`config.mk`:
```
export PLATFORM = sky130hd
export DESIGN_NAME = basketball_game_timer
export DESIGN_NICKNAME = d
export VERILOG_FILES = /design/src/rtl/basketball_game_timer.sv
export SDC_FILE = /design/constraint.sdc
export NUM_CORES = 1
export LEC_CHECK = 0
export CAP_MARGIN = 20
export CORE_MARGIN = 1.5
export CORE_UTILIZATION = 57
export DETAILED_ROUTE_END_ITERATION = 16
export PLACE_DENSITY = 0.84
export REMOVE_ABC_BUFFERS = 1
export SYNTH_ARGS = -nofsm -noshare
export SYNTH_HDL_FRONTEND = slang
export SYNTH_SLANG_ARGS = --single-unit
```
`constraint.sdc`:
```
create_clock -name clock_in -period 2.9 [get_ports clock_in]
set_input_delay 0.58 -clock clock_in [delete_from_list [all_inputs] [get_ports clock_in]]
set_output_delay 0.58 -clock clock_in [all_outputs]
set_load 0.02 [all_outputs]
```
`src/rtl/basketball_game_timer.sv`:
```
// basketball_game_timer
// Game clock (M:SS, BCD) and shot clock (SS, BCD) controller for the
// scoreboard. One game second elapses per rising edge of the 1 Hz divider
// output, sampled on the 50 MHz system clock.
//
// Ports:
//   clock_in        50 MHz system clock, rising edge
//   reset           asynchronous, active-high
//   tick_1hz_in     1 Hz square wave (asynchronous phase)
//   start_pause     one-cycle pulse, toggles run/pause
//   shot_reset      one-cycle pulse, reloads the shot clock
//   next_period     one-cycle pulse, leaves period end
//   min_out         minutes, binary 0..10
//   sec_tens_out    seconds tens digit 0..5
//   sec_units_out   seconds units digit 0..9
//   shot_tens_out   shot clock tens digit
//   shot_units_out  shot clock units digit
//   period_out      current period 1..NUM_PERIODS
//   running         high while the clocks run
//   shot_violation  one-cycle pulse when the shot clock expires
//   period_end      one-cycle pulse when the game clock expires
//   game_over       level, high once the last period has ended
module basketball_game_timer #(
   parameter int PERIOD_MINUTES = 10,
   parameter int NUM_PERIODS    = 4,
   parameter int SHOT_SECONDS   = 24
) (
   input  logic       clock_in,
   input  logic       reset,
   input  logic       tick_1hz_in,
   input  logic       start_pause,
   input  logic       shot_reset,
   input  logic       next_period,
   output logic [3:0] min_out,
   output logic [2:0] sec_tens_out,
   output logic [3:0] sec_units_out,
   output logic [2:0] shot_tens_out,
   output logic [3:0] shot_units_out,
   output logic [2:0] period_out,
   output logic       running,
   output logic       shot_violation,
   output logic       period_end,
   output logic       game_over
);

   localparam logic [3:0] MIN_LOAD        = 4'(PERIOD_MINUTES);
   localparam logic [2:0] SHOT_TENS_LOAD  = 3'(SHOT_SECONDS / 10);
   localparam logic [3:0] SHOT_UNITS_LOAD = 4'(SHOT_SECONDS % 10);
   localparam logic [2:0] LAST_PERIOD     = 3'(NUM_PERIODS);

   typedef enum logic [2:0] {
      ST_IDLE       = 3'd0,
      ST_RUNNING    = 3'd1,
      ST_PAUSED     = 3'd2,
      ST_PERIOD_END = 3'd3,
      ST_GAME_OVER  = 3'd4
   } state_t;

   state_t state_r;
   state_t state_nxt;

   logic s1_r;
   logic s2_r;
   logic s3_r;
   logic tick_s;

   logic [10:0] game_dec_s;
   logic [6:0]  shot_dec_s;
   logic        game_last_s;
   logic        shot_last_s;

   logic [3:0] min_nxt;
   logic [2:0] sec_tens_nxt;
   logic [3:0] sec_units_nxt;
   logic [2:0] shot_tens_nxt;
   logic [3:0] shot_units_nxt;
   logic [2:0] period_nxt;
   logic       shot_violation_nxt;
   logic       period_end_nxt;

   // Saturating BCD decrement of M:SS, returned as {min, tens, units}.
   function automatic logic [10:0] dec_game(input logic [3:0] m,
                                            input logic [2:0] t,
                                            input logic [3:0] u);
      logic [10:0] r;
      if (u != 4'd0) begin
         r = {m, t, u - 4'd1};
      end else if (t != 3'd0) begin
         r = {m, t - 3'd1, 4'd9};
      end else if (m != 4'd0) begin
         r = {m - 4'd1, 3'd5, 4'd9};
      end else begin
         r = {m, t, u};
      end
      return r;
   endfunction

   // Saturating BCD decrement of SS, returned as {tens, units}.
   function automatic logic [6:0] dec_shot(input logic [2:0] t,
                                           input logic [3:0] u);
      logic [6:0] r;
      if (u != 4'd0) begin
         r = {t, u - 4'd1};
      end else if (t != 3'd0) begin
         r = {t - 3'd1, 4'd9};
      end else begin
         r = {t, u};
      end
      return r;
   endfunction

   // Synchronise the 1 Hz wave and keep one extra stage for edge detection.
   always_ff @(posedge clock_in or posedge reset) begin
      if (reset) begin
         s1_r <= 1'b0;
         s2_r <= 1'b0;
         s3_r <= 1'b0;
      end else begin
         s1_r <= tick_1hz_in;
         s2_r <= s1_r;
         s3_r <= s2_r;
      end
   end

   // A held-high input yields s2 = s3 = 1, so only one tick per rising edge.
   assign tick_s = s2_r & ~s3_r;

   assign game_dec_s  = dec_game(min_out, sec_tens_out, sec_units_out);
   assign shot_dec_s  = dec_shot(shot_tens_out, shot_units_out);
   // "Last second" means this tick takes the clock to zero.
   assign game_last_s = (min_out == 4'd0) && (sec_tens_out == 3'd0) &&
                        (sec_units_out == 4'd1);
   assign shot_last_s = (shot_tens_out == 3'd0) && (shot_units_out == 4'd1);

   // Next-state and next-counter logic.
   always_comb begin
      state_nxt          = state_r;
      min_nxt            = min_out;
      sec_tens_nxt       = sec_tens_out;
      sec_units_nxt      = sec_units_out;
      shot_tens_nxt      = shot_tens_out;
      shot_units_nxt     = shot_units_out;
      period_nxt         = period_out;
      shot_violation_nxt = 1'b0;
      period_end_nxt     = 1'b0;

      case (state_r)
         ST_IDLE, ST_PAUSED: begin
            if (shot_reset) begin
               shot_tens_nxt  = SHOT_TENS_LOAD;
               shot_units_nxt = SHOT_UNITS_LOAD;
            end else begin
               shot_tens_nxt  = shot_tens_out;
               shot_units_nxt = shot_units_out;
            end
            if (start_pause) begin
               state_nxt = ST_RUNNING;
            end else begin
               state_nxt = state_r;
            end
         end

         ST_RUNNING: begin
            // start_pause and shot_reset both take priority over a tick.
            if (start_pause || shot_reset) begin
               if (shot_reset) begin
                  shot_tens_nxt  = SHOT_TENS_LOAD;
                  shot_units_nxt = SHOT_UNITS_LOAD;
               end else begin
                  shot_tens_nxt  = shot_tens_out;
                  shot_units_nxt = shot_units_out;
               end
               if (start_pause) begin
                  state_nxt = ST_PAUSED;
               end else begin
                  state_nxt = ST_RUNNING;
               end
            end else if (tick_s) begin
               {min_nxt, sec_tens_nxt, sec_units_nxt} = game_dec_s;
               {shot_tens_nxt, shot_units_nxt}        = shot_dec_s;
               // Period end wins over a simultaneous shot expiry.
               if (game_last_s) begin
                  period_end_nxt = 1'b1;
                  if (period_out < LAST_PERIOD) begin
                     state_nxt = ST_PERIOD_END;
                  end else begin
                     state_nxt = ST_GAME_OVER;
                  end
               end else if (shot_last_s) begin
                  shot_violation_nxt = 1'b1;
                  state_nxt          = ST_PAUSED;
               end else begin
                  state_nxt = ST_RUNNING;
               end
            end else begin
               state_nxt = ST_RUNNING;
            end
         end

         ST_PERIOD_END: begin
            if (next_period && (period_out < LAST_PERIOD)) begin
               period_nxt     = period_out + 3'd1;
               min_nxt        = MIN_LOAD;
               sec_tens_nxt   = 3'd0;
               sec_units_nxt  = 4'd0;
               shot_tens_nxt  = SHOT_TENS_LOAD;
               shot_units_nxt = SHOT_UNITS_LOAD;
               state_nxt      = ST_IDLE;
            end else begin
               state_nxt = ST_PERIOD_END;
            end
         end

         ST_GAME_OVER: begin
            state_nxt = ST_GAME_OVER;
         end

         default: begin
            state_nxt = ST_IDLE;
         end
      endcase
   end

   // State, counter and output registers.
   always_ff @(posedge clock_in or posedge reset) begin
      if (reset) begin
         state_r        <= ST_IDLE;
         min_out        <= MIN_LOAD;
         sec_tens_out   <= 3'd0;
         sec_units_out  <= 4'd0;
         shot_tens_out  <= SHOT_TENS_LOAD;
         shot_units_out <= SHOT_UNITS_LOAD;
         period_out     <= 3'd1;
         running        <= 1'b0;
         shot_violation <= 1'b0;
         period_end     <= 1'b0;
         game_over      <= 1'b0;
      end else begin
         state_r        <= state_nxt;
         min_out        <= min_nxt;
         sec_tens_out   <= sec_tens_nxt;
         sec_units_out  <= sec_units_nxt;
         shot_tens_out  <= shot_tens_nxt;
         shot_units_out <= shot_units_nxt;
         period_out     <= period_nxt;
         running        <= (state_nxt == ST_RUNNING);
         shot_violation <= shot_violation_nxt;
         period_end     <= period_end_nxt;
         game_over      <= (state_nxt == ST_GAME_OVER);
      end
   end

endmodule

```
==> results_dict.tcl, run 1 <==
set metrics [dict create \
    status "completed" \
    multiInputGateArea_sq_um 991 \
    synth_area_leaders "dfrtp_1, dfstp_2, ha_1, inv_1, nand2_1" \
    rr_worst_depth 6 \
    cp.arrival_ps 2380 \
    finalPower_mw 2.07 \
    root_buffer "clkbuf_4" \
    clockBufferDepth 2 \
    yosys_warnings 0 \
    drive_gt1_share_pct 12.8 \
    pin_count 31 \
    seqCellArea_sq_um 782 \
    dieArea_sq_um 3590 \
    grt_max_degree 32 \
    finalSetupViolCount 0 \
    drt-vias-per-instance 6.05 \
    rsz0062_at_grt "false" \
    startpoint_type "primary input" \
    ys.flop_type "dfrtp_1" \
    die_h_microns 59.9 \
    hpwlAfterDp_microns 3170 \
    synth.cell_area_sq_um 1850 \
    die_w_microns 59.9 \
    cap_violations 0 \
    worstPathCellList "clkdlybuf4s50_1, nor2_2, o21ai_0, a311o_1, a2111oi_1" \
    fmax_mhz 460 \
    cts_setup_buffers 0 \
    grt_overflow 0 \
    avgSynthCellArea_sq_um 10.1 \
    dpl_cell_area_sq_um 2200 \
    finalCriticalPeriod_ps 2170 \
    cts-hold-fix-buffers 0 \
    slew_headroom_pct 55.7 \
    cp_slowest_cell "clkdlybuf4s50_1" \
    critPathMaxFanout 7 \
    p_leak_nw 0.939 \
    final_area_sq_um 2290 \
    yosysTopAreaCellShare_pct 35.2 \
    cp_data_required_time_ps 3110 \
    tightest_slew_ps 662 \
    grt.total_usage_pct 26.6 \
    endpoint "running$_DFF_PP0_" \
    setup_ws_ps 725 \
    pre_cts_ws_ps 377 \
    post-route-util_pct 74.3 \
    startpoint "start_pause" \
    place_inst 255 \
    antenna_found_initial 0 \
    clk_pin_slew_worst_paths_ps 90 \
    cts_resized 0 \
    grt_pass1_wl_microns 6970 \
    crit_buf_inv 1 \
    fill_cells 223 \
    cts_tree "built" \
    postRouteAntennaNets 0 \
    critPathTopFamily "compound AO/OA/AOI/OAI gates" \
    synth.most_common_cell "dfrtp_1" \
    layout.cells.non_filler 263 \
    r2r-start "sec_units_out[0]$_DFFE_PP0P_" \
    vias 1591 \
    final_nets 231 \
    rr_endpoint "sec_units_out[1]$_DFFE_PP0P_" \
    antenna_cells 0 \
    ys_ff_latch 31 \
    reg2reg_slack_ps 800 \
    synthArstFlopShare_pct 100 \
    postSynthCellCount 183 \
    final-hold-violation-count 0 \
    cp_num_cells 5 \
    slew_violations 0 \
    holdWs_ps 364 \
    cts_sinks 31 \
    worstSetupPathType "in -> reg" \
    fin_skew_ps 6.70 \
    drtIter0Drc 86 \
    power_density_nw_per_um2 904 \
    grt_pass1_vias 1476 \
    wl_microns 4190 \
    port-buffer-count 30 \
    drcViolationCount 0 \
    wire_per_inst_microns 15.9 \
    yosysTopAreaCell "dfrtp_1" \
    cts_max_level 2 \
    fin_crit_sh_pct 75.0 \
    fin_tns_setup_ps 0 \
    dr.pass1.iters 4 \
    ys_types 58 \
    ir_drop_v 0.000578 \
    syn_to_final_growth_pct 23.8 \
    cpPeakStageDelay_ps 580 \
    synth_edf_count 0 \
    cts_buffers 5 \
    initial_core_util_pct 60.0 \
    ys_seq_area_share_pct 42.3 \
    gp_congestion 0.896 \
    core.rowCount 20 \
    ys_top_cells_by_count "dfrtp_1, inv_1, nand2_1" \
    cp-end-kind "flop" \
    hold_path_class "reg -> reg" \
    clk-insertion-delay-late_ps 340 \
    coreArea_sq_um 3080 \
]
==> metal layers <==
| metal | track usage, % | vias up | wire length, microns |
|---|---|---|---|
| met5 | 0 | - | 0 |
| met4 | 12.1 | 0 | 107 |
| met3 | 6.28 | 11 | 236 |
| met2 | 40.7 | 62 | 2050 |
| met1 | 35.6 | 768 | 1800 |
| li1 | - | 750 | - |
==> layout make-up <==
class	instances	area share [%]
clock buffer	6	2.24
inverter	15	2.46
clock inverter	2	1.53
tap	44	2.41
multi-input combinational	133	43.3
sequential	31	34.2
timing repair buffer	32	13.8
==> state kept, by name, summed over array words and instances, names as in the netlist <==
register        flops
min_out             4
sec_units_out       4
shot_units_out      4
period_out          3
sec_tens_out        3
shot_tens_out       3
state_r             3
game_over           1
period_end          1
running             1
s1_r                1
s2_r                1
s3_r                1
shot_violation      1
==> placed cells by master (no fill, tap or decap), types with 3 or more instances in the layout <==
master	n
clkdlybuf4s50_1	30
dfrtp_1	26
inv_1	15
nand2_1	14
nand2b_1	7
nor2_1	7
ha_1	7
nor3_1	6
a21o_1	5
clkbuf_4	5
dfstp_2	5
a21oi_1	4
mux2i_1	4
o21ai_0	4
o21ai_1	4
a22o_1	4
o211ai_1	4
nor2b_1	3
nand3b_1	3
or3_1	3
a31oi_1	3
o21a_1	3
o2111ai_1	3
and3_1	3
nand3_1	3
==> cell families (layout without fill, tap and decap cells) <==
group                    after synthesis  after routing  share of synthesized area, %
buffers and inverters                 19             55                          4.00
multiplexers                           5              5                          2.98
AO/OA/AOI/OAI                         53             53                          23.3
flip-flops                            31             31                          42.3
AND/OR/NAND/NOR                       67             67                          22.2
adder cells (fa/ha/maj)                7              7                          4.74
XOR/XNOR                               1              1                         0.474
==> power breakdown <==
group	switching (mW)	total, mW	internal [mW]
Combinational	0.526	0.968	0.442
Clock	0.151	0.354	0.204
Sequential	0.189	0.745	0.556
==> worst min-delay path by stage <==
stage                              start        endpoint  slack [ps]  cells past startpoint
after floorplan           s1_r$_DFF_PP0_  s2_r$_DFF_PP0_         330                      0
after detailed placement  s1_r$_DFF_PP0_  s2_r$_DFF_PP0_         340                      0
after CTS                 s1_r$_DFF_PP0_  s2_r$_DFF_PP0_         370                      0
after global placement    s1_r$_DFF_PP0_  s2_r$_DFF_PP0_         330                      0
final                     s1_r$_DFF_PP0_  s2_r$_DFF_PP0_         360                      0
after global routing      s1_r$_DFF_PP0_  s2_r$_DFF_PP0_         370                      0
(Power assumes the default switching activity.)
==> run 2, diff against run 1 <==
CORE_UTILIZATION = 53   (was 57)
PLACE_DENSITY = 0.79   (was 0.84)
clock period = 2.1 ns   (was 2.9 ns; I/O delays follow)
==> results_dict.tcl, run 2 (synthesis gave the netlist of run 1 again) <==
set metrics [dict create \
    worstSetupPathType "reg -> out" \
    cts_tree "built" \
    clk-insertion-delay-late_ps 330 \
    power_density_nw_per_um2 1160 \
    wl_microns 4280 \
    top_regs "min_out (4), sec_units_out (4), shot_units_out (4)" \
    cts-hold-fix-buffers 0 \
    drtIter0Drc 100 \
    cap_violations 0 \
    hold_path_class "reg -> reg" \
    cts_max_level 2 \
    gp_congestion 0.867 \
    coreArea_sq_um 3340 \
    postRouteAntennaNets 0 \
    root_buffer "clkbuf_4" \
    port-buffer-count 30 \
    clockBufferDepth 2 \
    final_nets 242 \
    vias 1634 \
    grt_pass1_vias 1537 \
    grt_overflow 0 \
    cts_buffers 5 \
    antenna_cells 0 \
    hpwlAfterDp_microns 3200 \
    critPathTopFamily "buffers and inverters" \
    clk_pin_slew_worst_paths_ps 90 \
    die_h_microns 62.0 \
    rsz0062_at_grt "false" \
    cp-end-kind "primary output" \
    fill_cells 293 \
    pin_count 31 \
    syn_to_final_growth_pct 27.0 \
    fin_skew_ps 3.26 \
    grt_pass1_wl_microns 6680 \
    grt_max_degree 32 \
    p_leak_nw 0.977 \
    ir_drop_v 0.000633 \
    crit_buf_inv 1 \
    cp_slowest_cell "clkdlybuf4s50_1" \
    drt-vias-per-instance 5.92 \
    slew_headroom_pct 72.1 \
    finalCriticalPeriod_ps 1990 \
    status "completed" \
    grt.total_usage_pct 23.9 \
    wire_per_inst_microns 15.5 \
    initial_core_util_pct 55.3 \
    cp_data_required_time_ps 1680 \
    final_common_cell "clkdlybuf4s50_1" \
    startpoint_type "flop" \
    dieArea_sq_um 3850 \
    finalSetupViolCount 0 \
    worstPathCellList "clkdlybuf4s50_1" \
    slew_violations 0 \
    layout_common_cells "clkdlybuf4s50_1, dfrtp_1, inv_1" \
    final_area_sq_um 2350 \
    core.rowCount 21 \
    dr.pass1.iters 4 \
    cts_resized 0 \
    drcViolationCount 0 \
    critPathMaxFanout 6 \
    die_w_microns 62.0 \
    antenna_found_initial 0 \
    final-hold-violation-count 0 \
    cp.arrival_ps 1570 \
    dpl_cell_area_sq_um 2280 \
    cts_sinks 31 \
    fmax_mhz 504 \
    fin_crit_sh_pct 94.5 \
    cts_setup_buffers 0 \
    cpPeakStageDelay_ps 620 \
    finalPower_mw 2.72 \
    drive_gt1_share_pct 17.0 \
    tightest_slew_ps 419 \
]
-- run 2: routing by layer --
layer	share of wire, %	GRT usage [%]	vias to the layer above
met2	49	38.8	50
met1	44	29.9	798
met3	4.8	6.42	12
li1	-	-	774
met4	2.3	9.73	0
met5	0	0	-
-- run 2: stage by stage --
| stage | TNS [ps] | hold slack (ps) | std cells | setup slack, ps | util, % |
|---|---|---|---|---|---|
| detailed placement | -308 | 336 | 268 | -101 | 68.5 |
| global placement | -10.3 | 337 | 268 | -8.87 | 68.5 |
| CTS | 0 | 358 | 276 | 67.1 | 70.0 |
| floorplan | 0 | 331 | 179 | 127 | - |
| finish | 0 | 359 | 276 | 115 | 70.3 |
| global route | 0 | 371 | 276 | 15.0 | 70.3 |
-- run 2: worst paths after layout --
kind	startpoint	slack (ps)	cells after the start	to
worst max-delay path	shot_units_out[2]$_DFFE_PP1P_	110	1	shot_units_out[2]
worst min-delay path	s1_r$_DFF_PP0_	360	0	s2_r$_DFF_PP0_
worst max register to register	min_out[0]$_DFFE_PP0P_	130	6	sec_units_out[1]$_DFFE_PP0P_
worst min register to register	s1_r$_DFF_PP0_	360	0	s2_r$_DFF_PP0_
max in group asynchronous	reset	1320	3	shot_units_out[2]$_DFFE_PP1P_
min in group asynchronous	reset	450	3	shot_tens_out[0]$_DFFE_PP0P_
-- run 2: area by class of cell --
type | count | area, sq um | share of cell area (%)
repair buffers | 43 | 398 | 17.0
clock inverters | 1 | 5.00 | 0.213
well taps | 46 | 57.6 | 2.45
multi-input cells | 133 | 1000 | 42.7
inverters | 15 | 56.3 | 2.40
flip-flops and latches | 31 | 782 | 33.3
clock buffers | 7 | 45.0 | 1.92
-- run 2: power by group --
group	internal [mW]	switching [mW]
Combinational	0.645	0.713
Clock	0.130	0.194
Sequential	0.768	0.269
Total	1.54	1.18
==> run 3, diff against run 2 <==
CORE_UTILIZATION = 57   (was 53)
PLACE_DENSITY = 0.84   (was 0.79)
clock period = 2.3 ns   (was 2.1 ns; I/O delays follow)
==> results_dict.tcl, run 3 (synthesis gave the netlist of run 1 again) <==
set metrics [dict create \
    slew_violations 0 \
    cp-end-kind "flop" \
    final_area_sq_um 2330 \
    dpl_cell_area_sq_um 2250 \
    gp_congestion 0.979 \
    finalCriticalPeriod_ps 2040 \
    antenna_found_initial 0 \
    dr.pass1.iters 5 \
    slew_headroom_pct 70.3 \
    die_h_microns 59.9 \
    final_nets 238 \
    top_regs "min_out (4), sec_units_out (4), shot_units_out (4)" \
    cts_tree "built" \
    critPathMaxFanout 4 \
    clk_pin_slew_worst_paths_ps 100 \
    finalSetupViolCount 0 \
    drt-vias-per-instance 6.10 \
    ir_drop_v 0.000627 \
    postRouteAntennaNets 0 \
    clk-insertion-delay-late_ps 340 \
    root_buffer "clkbuf_4" \
    pin_count 31 \
    drcViolationCount 0 \
    final_common_cell "clkdlybuf4s50_1" \
    reg2reg_slack_ps 260 \
    layout_common_cells "clkdlybuf4s50_1, dfrtp_1, inv_1" \
    layout.cells.non_filler 270 \
    die_w_microns 59.9 \
    fmax_mhz 491 \
    cap_violations 0 \
    wire_per_inst_microns 15.9 \
    place_inst 262 \
    hold_path_class "reg -> reg" \
    rsz0062_at_grt "false" \
    cp.arrival_ps 2240 \
    dieArea_sq_um 3590 \
    fin_crit_sh_pct 88.6 \
    grt.total_usage_pct 27.3 \
    final-hold-violation-count 0 \
    tightest_slew_ps 445 \
    grt_max_degree 32 \
    startpoint_type "flop" \
    fin_skew_ps 7.55 \
    syn_to_final_growth_pct 26.0 \
    fill_cells 229 \
    cts_sinks 31 \
    grt_overflow 0 \
    core.rowCount 20 \
    vias 1646 \
    status "completed" \
    power_density_nw_per_um2 1090 \
    antenna_cells 0 \
    initial_core_util_pct 60.0 \
    cts_max_level 2 \
    grt_pass1_wl_microns 7250 \
    clockBufferDepth 2 \
    cts_buffers 5 \
    worstSetupPathType "reg -> reg" \
    drive_gt1_share_pct 15.5 \
    drtIter0Drc 79 \
    wl_microns 4300 \
    coreArea_sq_um 3080 \
    cp_data_required_time_ps 2500 \
    grt_pass1_vias 1552 \
    finalPower_mw 2.54 \
    port-buffer-count 30 \
    p_leak_nw 0.964 \
    hpwlAfterDp_microns 3200 \
]
run 3: worst paths after layout:
| check | startpoint | end | cells after the start |
|---|---|---|---|
| worst max register to register | sec_units_out[1]$_DFFE_PP0P_ | running$_DFF_PP0_ | 6 |
| worst min-delay path | s1_r$_DFF_PP0_ | s2_r$_DFF_PP0_ | 0 |
| worst max-delay path | sec_units_out[1]$_DFFE_PP0P_ | running$_DFF_PP0_ | 6 |
| max in group asynchronous | reset | min_out[3]$_DFFE_PP1P_ | 3 |
| min in group asynchronous | reset | sec_units_out[2]$_DFFE_PP0P_ | 3 |
| worst min register to register | s1_r$_DFF_PP0_ | s2_r$_DFF_PP0_ | 0 |
run 3: stage by stage:
stage          util, %  hold WS (ps)  setup TNS [ps]  worst slack, ps
5_1_grt           75.6           364               0              106
6_report          75.6           360               0              263
3_5_place_dp      73.2           343           -4.66            -4.66
2_1_floorplan        -           331               0              327
4_1_cts           75.4           360               0              135
3_3_place_gp      73.2           333               0             74.7
run 3: area by class of cell:
| cell class | count | area [sq um] | share of cell area (%) |
|---|---|---|---|
| repair buffers | 39 | 368 | 15.8 |
| flip-flops and latches | 31 | 782 | 33.6 |
| inverters | 15 | 56.3 | 2.42 |
| multi-input cells | 133 | 997 | 42.8 |
| clock buffers | 8 | 68.8 | 2.96 |
| well taps | 44 | 55.1 | 2.37 |
run 3: metal layers:
metal / routed length, microns / GRT usage (%) / vias to the layer above
met4: 91 / 12.4 / 0
met3: 200 / 5.41 / 10
li1: - / - / 770
met1: 1910 / 37.5 / 807
met5: 0 / 0 / -
met2: 2100 / 41.5 / 59
run 3: power by group:
part	switching [mW]	total, mW	internal [mW]
Combinational	0.650	1.23	0.581
Clock	0.192	0.372	0.180
Sequential	0.240	0.940	0.701
Total	1.08	2.54	1.46
run 3: repair_timing:
item	CTS	global route
setup endpoints to repair	0	6
hold buffers	0	0
buffers inserted	0	0
resized for setup	0	1
endpoints found under the hold margin	0	0
run 3: worst max-delay path, stage by stage, from the launching register on:
cell	delay, ps
dfrtp_1	430
inv_1	100
ha_1	150
nor3b_1	280
and3_1	270
o211ai_1	160
a2111oi_1	500
